[config.mk]
export PLATFORM = sky130hd
export DESIGN_NAME = rf_read_sb
export DESIGN_NICKNAME = d
export VERILOG_FILES = /design/src/rtl/rf_read_sb_pkg.sv /design/src/rtl/rf_scoreboard.sv /design/src/rtl/rf_read_sb.sv
export SDC_FILE = /design/constraint.sdc
export NUM_CORES = 2
export LEC_CHECK = 0
export BUFFER_PORTS_ARGS = -buffer_cell sky130_fd_sc_hd__buf_2
export CAP_MARGIN = 20
export CORE_ASPECT_RATIO = 0.9
export CORE_MARGIN = 2
export CORE_UTILIZATION = 50
export CTS_CLUSTER_SIZE = 20
export DETAILED_ROUTE_END_ITERATION = 8
export PLACE_DENSITY = 0.63
export SETUP_SLACK_MARGIN = 0.3
export SYNTH_ARGS = -nofsm -noshare
export SYNTH_HDL_FRONTEND = slang
export SYNTH_SLANG_ARGS = --single-unit
[constraint.sdc]
create_clock -name clk -period 2.5 [get_ports clk]
set_input_delay 0.25 -clock clk [delete_from_list [all_inputs] [get_ports clk]]
set_output_delay 0.25 -clock clk [all_outputs]
set_load 0.02 [all_outputs]
[src/rtl/rf_read_sb_pkg.sv]
// Core-wide register file constants and types.
//   DW       : data width of one architectural register
//   AW       : register number width; NREG = 2**AW registers
//   REG_ZERO : register number of the hardwired-zero register
package rf_read_sb_pkg;

    localparam int unsigned DW   = 32;
    localparam int unsigned AW   = 5;
    localparam int unsigned NREG = 2 ** AW;

    typedef logic [AW-1:0] reg_addr_t;
    typedef logic [DW-1:0] word_t;

    localparam reg_addr_t REG_ZERO = '0;

endpackage

[src/rtl/rf_scoreboard.sv]
// Per-register pending scoreboard. A bit is set when an instruction with that
// destination issues and cleared when write-back retires the result.
//   clk, clrn       : clock (rising edge), asynchronous active-low reset
//   rna, rnb        : register numbers being read by decode
//   busy_a, busy_b  : the addressed register still has a result in flight
//   we, wn          : write-back enable and register number (clears pending)
//   issue, issue_rd : issuing instruction and its destination (sets pending)
module rf_scoreboard
    import rf_read_sb_pkg::*;
(
    input  logic      clk,
    input  logic      clrn,
    input  reg_addr_t rna,
    input  reg_addr_t rnb,
    output logic      busy_a,
    output logic      busy_b,
    input  logic      we,
    input  reg_addr_t wn,
    input  logic      issue,
    input  reg_addr_t issue_rd
);

    // Register 0 has no flop; its pending bit is the constant 0 below.
    logic [NREG-1:1] pending_q;
    logic [NREG-1:1] pending_d;
    logic [NREG-1:0] pending_all;

    always_comb begin
        pending_d = pending_q;
        if (we && (wn != REG_ZERO)) begin
            pending_d[wn] = 1'b0;
        end
        // Set after clear: a newly issued producer supersedes the retiring one.
        if (issue && (issue_rd != REG_ZERO)) begin
            pending_d[issue_rd] = 1'b1;
        end
    end

    always_ff @(posedge clk or negedge clrn) begin
        if (!clrn) begin
            pending_q <= '0;
        end else begin
            pending_q <= pending_d;
        end
    end

    assign pending_all = {pending_q, 1'b0};

    // A same-cycle write-back to the read register is bypassed, so no stall.
    assign busy_a = pending_all[rna] & ~(we && (wn == rna));
    assign busy_b = pending_all[rnb] & ~(we && (wn == rnb));

endmodule

[src/rtl/rf_read_sb.sv]
// Register file with two combinational read ports, one write port, same-cycle
// write-to-read bypass and a pending-result scoreboard for hazard stalls.
//   clk, clrn       : clock (rising edge), asynchronous active-low reset
//   rna, rnb        : read register numbers
//   qa, qb          : read data (register 0 reads as zero)
//   busy_a, busy_b  : addressed register has a result in flight
//   we, wn, d       : write-back enable, register number and data
//   issue, issue_rd : issuing instruction and its destination register
module rf_read_sb
    import rf_read_sb_pkg::*;
(
    input  logic      clk,
    input  logic      clrn,
    input  reg_addr_t rna,
    input  reg_addr_t rnb,
    output word_t     qa,
    output word_t     qb,
    output logic      busy_a,
    output logic      busy_b,
    input  logic      we,
    input  reg_addr_t wn,
    input  word_t     d,
    input  logic      issue,
    input  reg_addr_t issue_rd
);

    word_t regs_q [NREG];

    // Entry 0 is never written, so it stays at its reset value of zero.
    always_ff @(posedge clk or negedge clrn) begin
        if (!clrn) begin
            for (int unsigned i = 0; i < NREG; i++) begin
                regs_q[i] <= '0;
            end
        end else if (we && (wn != REG_ZERO)) begin
            regs_q[wn] <= d;
        end
    end

    // Reads are forced to zero during reset so a bypass cannot leak through.
    always_comb begin
        qa = '0;
        if (clrn && (rna != REG_ZERO)) begin
            if (we && (wn == rna)) begin
                qa = d;
            end else begin
                qa = regs_q[rna];
            end
        end
    end

    always_comb begin
        qb = '0;
        if (clrn && (rnb != REG_ZERO)) begin
            if (we && (wn == rnb)) begin
                qb = d;
            end else begin
                qb = regs_q[rnb];
            end
        end
    end

    rf_scoreboard u_scoreboard (
        .clk      (clk),
        .clrn     (clrn),
        .rna      (rna),
        .rnb      (rnb),
        .busy_a   (busy_a),
        .busy_b   (busy_b),
        .we       (we),
        .wn       (wn),
        .issue    (issue),
        .issue_rd (issue_rd)
    );

endmodule

After elaboration in Yosys (flattened, before gate mapping)
Index checks and enable logic that the tools add are counted.
Word-level totals
  bits in registers: 1055
  bits of input ports: 56
  word-level logic and storage cells: 91
Operators by class
  order comparisons: 10
  eq/ne operators: 2
  mux-type cells: 23
  bitwise operators: 10
  reduce and logical (&&, ||, !) cells: 13
Operators by type and width (count)
  1024-bit bitwise mux: 1
  32-bit binary-select mux with 5-bit select: 2
  32-bit two-way mux: 9
  32-bit demux with 5-bit select: 1
  31-bit two-way mux: 2
  31-bit AND: 1
  31-bit inverter: 1
  31-bit bitwise OR: 1
  5-bit by 6-bit less-than comparator with 1-bit output, second input constant: 4
  5-bit nonzero test: 4
  6-bit greater-or-equal comparator, second input constant: 3
  5-bit inverter with 6-bit output: 3
  1-bit binary-select mux with 5-bit select: 2
  1-bit demux with 5-bit select: 2
  5-bit equality test: 2
  5-bit by 1-bit greater-or-equal comparator with 1-bit output, second input constant: 2
  1-bit logical AND: 9
  6-bit by 1-bit less-than comparator with 1-bit output, second input constant: 1
  1-bit two-way mux: 4
  1-bit AND: 2
  1-bit inverter: 2

Logic depth before layout (Yosys ltp)
  depth in word-level cells: 9
  gate-level depth with buffers: 9

Cells and area by module
Synthesis repeated with hierarchy kept, for this count alone.
Second synthesis, totals
  cell total of the unflattened synthesis: 3782
  area total of the unflattened synthesis: 56419.1 um^2
Modules (own cells, without submodules)
  rf_read_sb: times used 1, cells an instance 3581, area an instance 54403.4 um^2, seq. area each 25624.6 um^2
  rf_scoreboard: times used 1, cells an instance 201, area an instance 2015.7 um^2, seq. area each 775.7 um^2

Least setup slack after synthesis
OpenSTA, ideal clock, no wires.
  path kind: in2out
  from: input rna[2]
  to: output qa[30]
  data arrival time: 2.123 ns
  data required time: 2.250 ns
  slack: 0.127 ns
  stages on the path: 8
  cells stage by stage: buf_2 > buf_2 > buf_2 > buf_2 > nand3_1 > nand3_1 > nor3_1 > a2111oi_1
On the way
  word-level cells in the longest chain between the ends: 6
RTL lines
  start, declared: line rf_read_sb.sv:14  | input reg_addr_t rna,
  5-bit inverter with 6-bit output (not written as such): line rf_read_sb.sv:47  | qa = regs_q[rna];
  32-bit binary-select mux with 5-bit select: line rf_read_sb.sv:47
  32-bit two-way mux (not written as such) (2 in series): line rf_read_sb.sv:47
  32-bit two-way mux: line rf_read_sb.sv:44  | if (we && (wn == rna)) begin
  32-bit two-way mux (*): line rf_read_sb.sv:43  | if (clrn && (rna != REG_ZERO)) begin
  end, declared: line rf_read_sb.sv:16  | output word_t qa,
Mark *: on every way between the ends. The rest lies on a longest branch, timed or not. The select of a mux whose other input is x is not followed.

Worst setup path in the final report
  from: register regs_q[606] in the netlist's numbering
  to: output qa[30]
On the way
  word-level cells in the longest chain between the ends: 5
RTL lines
  start, declared: line rf_read_sb.sv:27  | word_t regs_q [NREG];
  start signal, assigned by index: line rf_read_sb.sv:33  | regs_q[i] <= '0;
  start signal, assigned by index: line rf_read_sb.sv:36  | regs_q[wn] <= d;
  32-bit binary-select mux with 5-bit select: line rf_read_sb.sv:47
  32-bit two-way mux (not written as such) (2 in series): line rf_read_sb.sv:47
  32-bit two-way mux: line rf_read_sb.sv:44
  32-bit two-way mux: line rf_read_sb.sv:43
Every way passes these cells. The select of a mux whose other input is x is not followed.

==> metrics.md <==
| Metric | Value |
|---|---|
| CTS tree | done |
| Yosys top cell area share | 46.1% |
| Worst R2R Setup Slack | 1.50 ns |
| Mapped Avg Cell Area | 14.3 µm² |
| Max Fanout on Critical Path | 3 |
| Failing checks | negative setup slack |
| Peak supply drop | 0.551 mV |
| Number of global-route vias before repair | 39397 |
| Max stage delay on crit path | 0.52 ns |
| HP Class | input pin to flop |
| Synth Area in Simple Gates | 1.81% |
| Worst r2r dst | regs_q[873] |
| CTS root buf | clkbuf_16 |
| CP Data Arrival Time | 2.67 ns |
| Kind of critical path | flop to output port |
| Fin. Hold Viols | 0 |
| Worst Tran Pin Value | 1.02 ns |
| Routed vias | 38629 |
| Chip Width | 361 µm |
| Xor/xnor share of the synthesized area | 0.153% |
| Clock slew at reported path FFs | 0.06 ns |
| Fin area | 67400 µm² |
| Crit path max-delay cell type | mux4_2 |
| CP startpoint kind | flop |
| Dominant cells by area after synthesis | dfrtp_1 46%, mux2_2 21%, mux4_2 15% |
| Detail Placement HPWL | 113000 µm |
| Post-Synth Adder-Cell Area | 0% |
| CP required | 2.25 ns |
| First-pass GRT wire length | 267000 µm |
| Top cells by count, synth | 1055 x dfrtp_1, 1054 x mux2_2, 373 x mux4_2 |
| Power per cell area | 768 nW/µm² |
| Core Util, Final | 59.4% |
| Worst rel slew slack | 31.7% |
| Status | finished, violations left |
| Pin count of the biggest net entering global routing | 168 |
| Cell Chain, Critical Path | mux4_2, mux2i_4, nor2_2, nor4bb_2, buf_4, a2111oi_2, buf_4, buf_6 |
| Tmin final | 2.92 ns |
| Final slew viol count | 0 |
| Flops & latches, synth | 1055 |
| Mapped Area | 57300 µm² |
| P&R area growth vs syn | 17.6% |
| Main combinational cell family by area after synthesis | multiplexers |
| Count leader, synth | dfrtp_1 |
| H-tree lvl count | 3 |
| Inserted Clock Buffers | 113 |
| Initial Utilization | 50.5% |
| DR WL/cell | 30.8 µm |
| Drt total wl | 179000 µm |
| Initial antenna violation count | 0 |
| PnR worst setup slack | -0.422 ns |
| Vias per cell | 6.66 |
| WHS Path Cells | 2 |
| Max-cap violations | 0 |
| Cell taking the most area after synthesis | dfrtp_1 |
| Setup violators final | 66 |
| Maximum root-to-sink buffer count | 3 |
| FILL cells | 8805 |
| Compound-gate portion of the synthesized area | 7.35% |
| Post-DP Area | 61800 µm² |
| Core Area | 113000 µm² |
| Die H | 325 µm |
| Number of enable flip-flop cells after synthesis | 0 |
| Hold EP | regs_q[704] |
| Reg2reg path depth | 3 |
| Syn_nets | 4065 |
| Highest Clock Rate | 0.342 GHz |
| Final nets | 4267 |
| Share of cells above drive strength 1 | 54.5% |
| Number of DRC markers in iteration 0 | 3604 |
| Fin crit share | 117% |
| Global route overflow | 0 |
| Asr flop ratio synth | 100% |
| Final ANT Viol Nets | 0 |
| Unrepaired setup endpoints after global routing | yes |
| Drt first pass iters | 6 |
| Yosys warnings | 0 |
| Post-synth top flop | dfrtp_1 |
| FF-to-FF Start | regs_q[873] |
| RePlAce Congestion | 0.858 |
| I/O pins | 122 |
| Row count | 117 |
| Synth cell types | 57 |
| Post-synthesis mux area share | 40.4% |
| IO Port Bufs | 121 |
| Leak pwr | 29.4 nW |
| CP dominant cell by count | buf_4 |
| Hold_sp | d[0] |
| CP endpoint kind | output port |
| Cell count after synthesis | 4009 |
| Clk_skew | 0 ns |
| Clock latency on the worst-skew pair | 0.73 ns |
| GRT Overall Usage | 30.5% |
| Register area share after synthesis | 46.1% |
| Clk sinks | 1055 |
| DRC viols | 0 |
| Die area | 117000 µm² |
report_power, final:
group | switching (W) | internal (W)
combinational | 0.00470 | 0.00666
clock | 0.00723 | 0.0104
sequential | 0.00238 | 0.0204
cell families after synthesis:
family / Yosys count
xor+xnor: 10
simple gates: 208
compound gates: 550
mux: 1715
flops: 1055
buf+inv: 471
cell type report:
type / instances / area [µm²] / share of cell area (%)
multi-input combinational: 2483 / 29500 / 43.7
sequential: 1055 / 26400 / 39.2
timing repair buffer: 548 / 5700 / 8.46
clock buffer: 166 / 3360 / 4.99
tap: 1487 / 1860 / 2.76
clock inverter: 45 / 556 / 0.825
inverter: 10 / 40.0 / 0.0594
antenna: 2 / 5.00 / 0.00743
routing by layer:
| metal | up-vias | GRT usage (%) | routed length, µm |
|---|---|---|---|
| li1 | 16049 | - | - |
| met1 | 20784 | 42.7 | 76100 |
| met2 | 1463 | 47.8 | 83800 |
| met3 | 333 | 5.88 | 12400 |
| met4 | 0 | 10.7 | 6390 |
| met5 | - | 0 | 0 |
flip-flops by register name (all words and copies together), names as in the netlist:
| name | count |
|---|---|
| regs_q | 1024 |
| u_scoreboard.pending_q | 31 |
worst max-delay path, delay by kind of cell, from the launching register on:
kind	cells	cell delay (ns)
AO/OA/AOI/OAI	1	0.04
buffers and inverters	3	0.43
flip-flops	1	0.39
multiplexers	2	0.73
AND/OR/NAND/NOR	2	0.35
metrics by stage:
step / setup slack [ns] / std cells / TNS, ns / hold WS (ns) / power [W]
4_1_cts: -0.457 / 5785 / -15.47 / 0.00334 / 0.0517
6_report: -0.422 / 5796 / -13.23 / 0.0244 / 0.0517
5_1_grt: -0.569 / 5794 / -18.37 / 0.0401 / 0.0540
2_1_floorplan: 0.311 / 4009 / 0 / -0.0456 / 0.0300
3_5_place_dp: -0.125 / 5520 / -1.48 / 0.115 / 0.0335
3_3_place_gp: -0.116 / 5520 / -1.59 / 0.115 / 0.0331
repair_timing:
item | in CTS | in global routing
setup endpoints to repair | 66 | 66
buffers inserted | 39 | 8
gates resized for setup | 241 | 63
hold endpoints to repair | 587 | 0
pin swaps | 123 | 26
hold buffers | 15 | 0
cells in the final DEF (no fill, tap or decap), drive strengths merged, types with 6 or more instances in the layout:
| master | netlist | layout |
|---|---|---|
| dfrtp | 1055 | 1055 |
| mux2 | 1054 | 1054 |
| buf | 247 | 533 |
| mux4 | 373 | 373 |
| mux2i | 288 | 288 |
| clkbuf | 214 | 166 |
| a221oi | 126 | 126 |
| a22oi | 96 | 96 |
| o21ai | 87 | 87 |
| nor2 | 86 | 86 |
| a221o | 62 | 62 |
| a211oi | 61 | 61 |
| nand2 | 36 | 36 |
| nor2b | 33 | 33 |
| a21oi | 33 | 33 |
| o21bai | 31 | 31 |
| o221ai | 31 | 31 |
| clkinv | 0 | 27 |
| dlygate4sd3 | 0 | 15 |
| inv | 10 | 13 |
| bufinv | 0 | 11 |
| a22o | 9 | 9 |
| nand3 | 8 | 8 |
| o22ai | 6 | 6 |
| xnor2 | 6 | 6 |
| and2b | 6 | 6 |
| nor3 | 6 | 6 |
worst max-delay path by stage:
stage | from | to | slack, ns | depth (start not counted)
after floorplan | rnb[1] | qb[10] | 0.31 | 7
after global placement | rnb[0] | qb[30] | -0.12 | 9
after detailed placement | rnb[0] | qb[0] | -0.12 | 10
after CTS | regs_q[606] | qa[30] | -0.46 | 8
after global routing | regs_q[638] | qa[30] | -0.57 | 8
final | regs_q[606] | qa[30] | -0.42 | 8
Note: power is estimated with default switching activity, not from simulation.
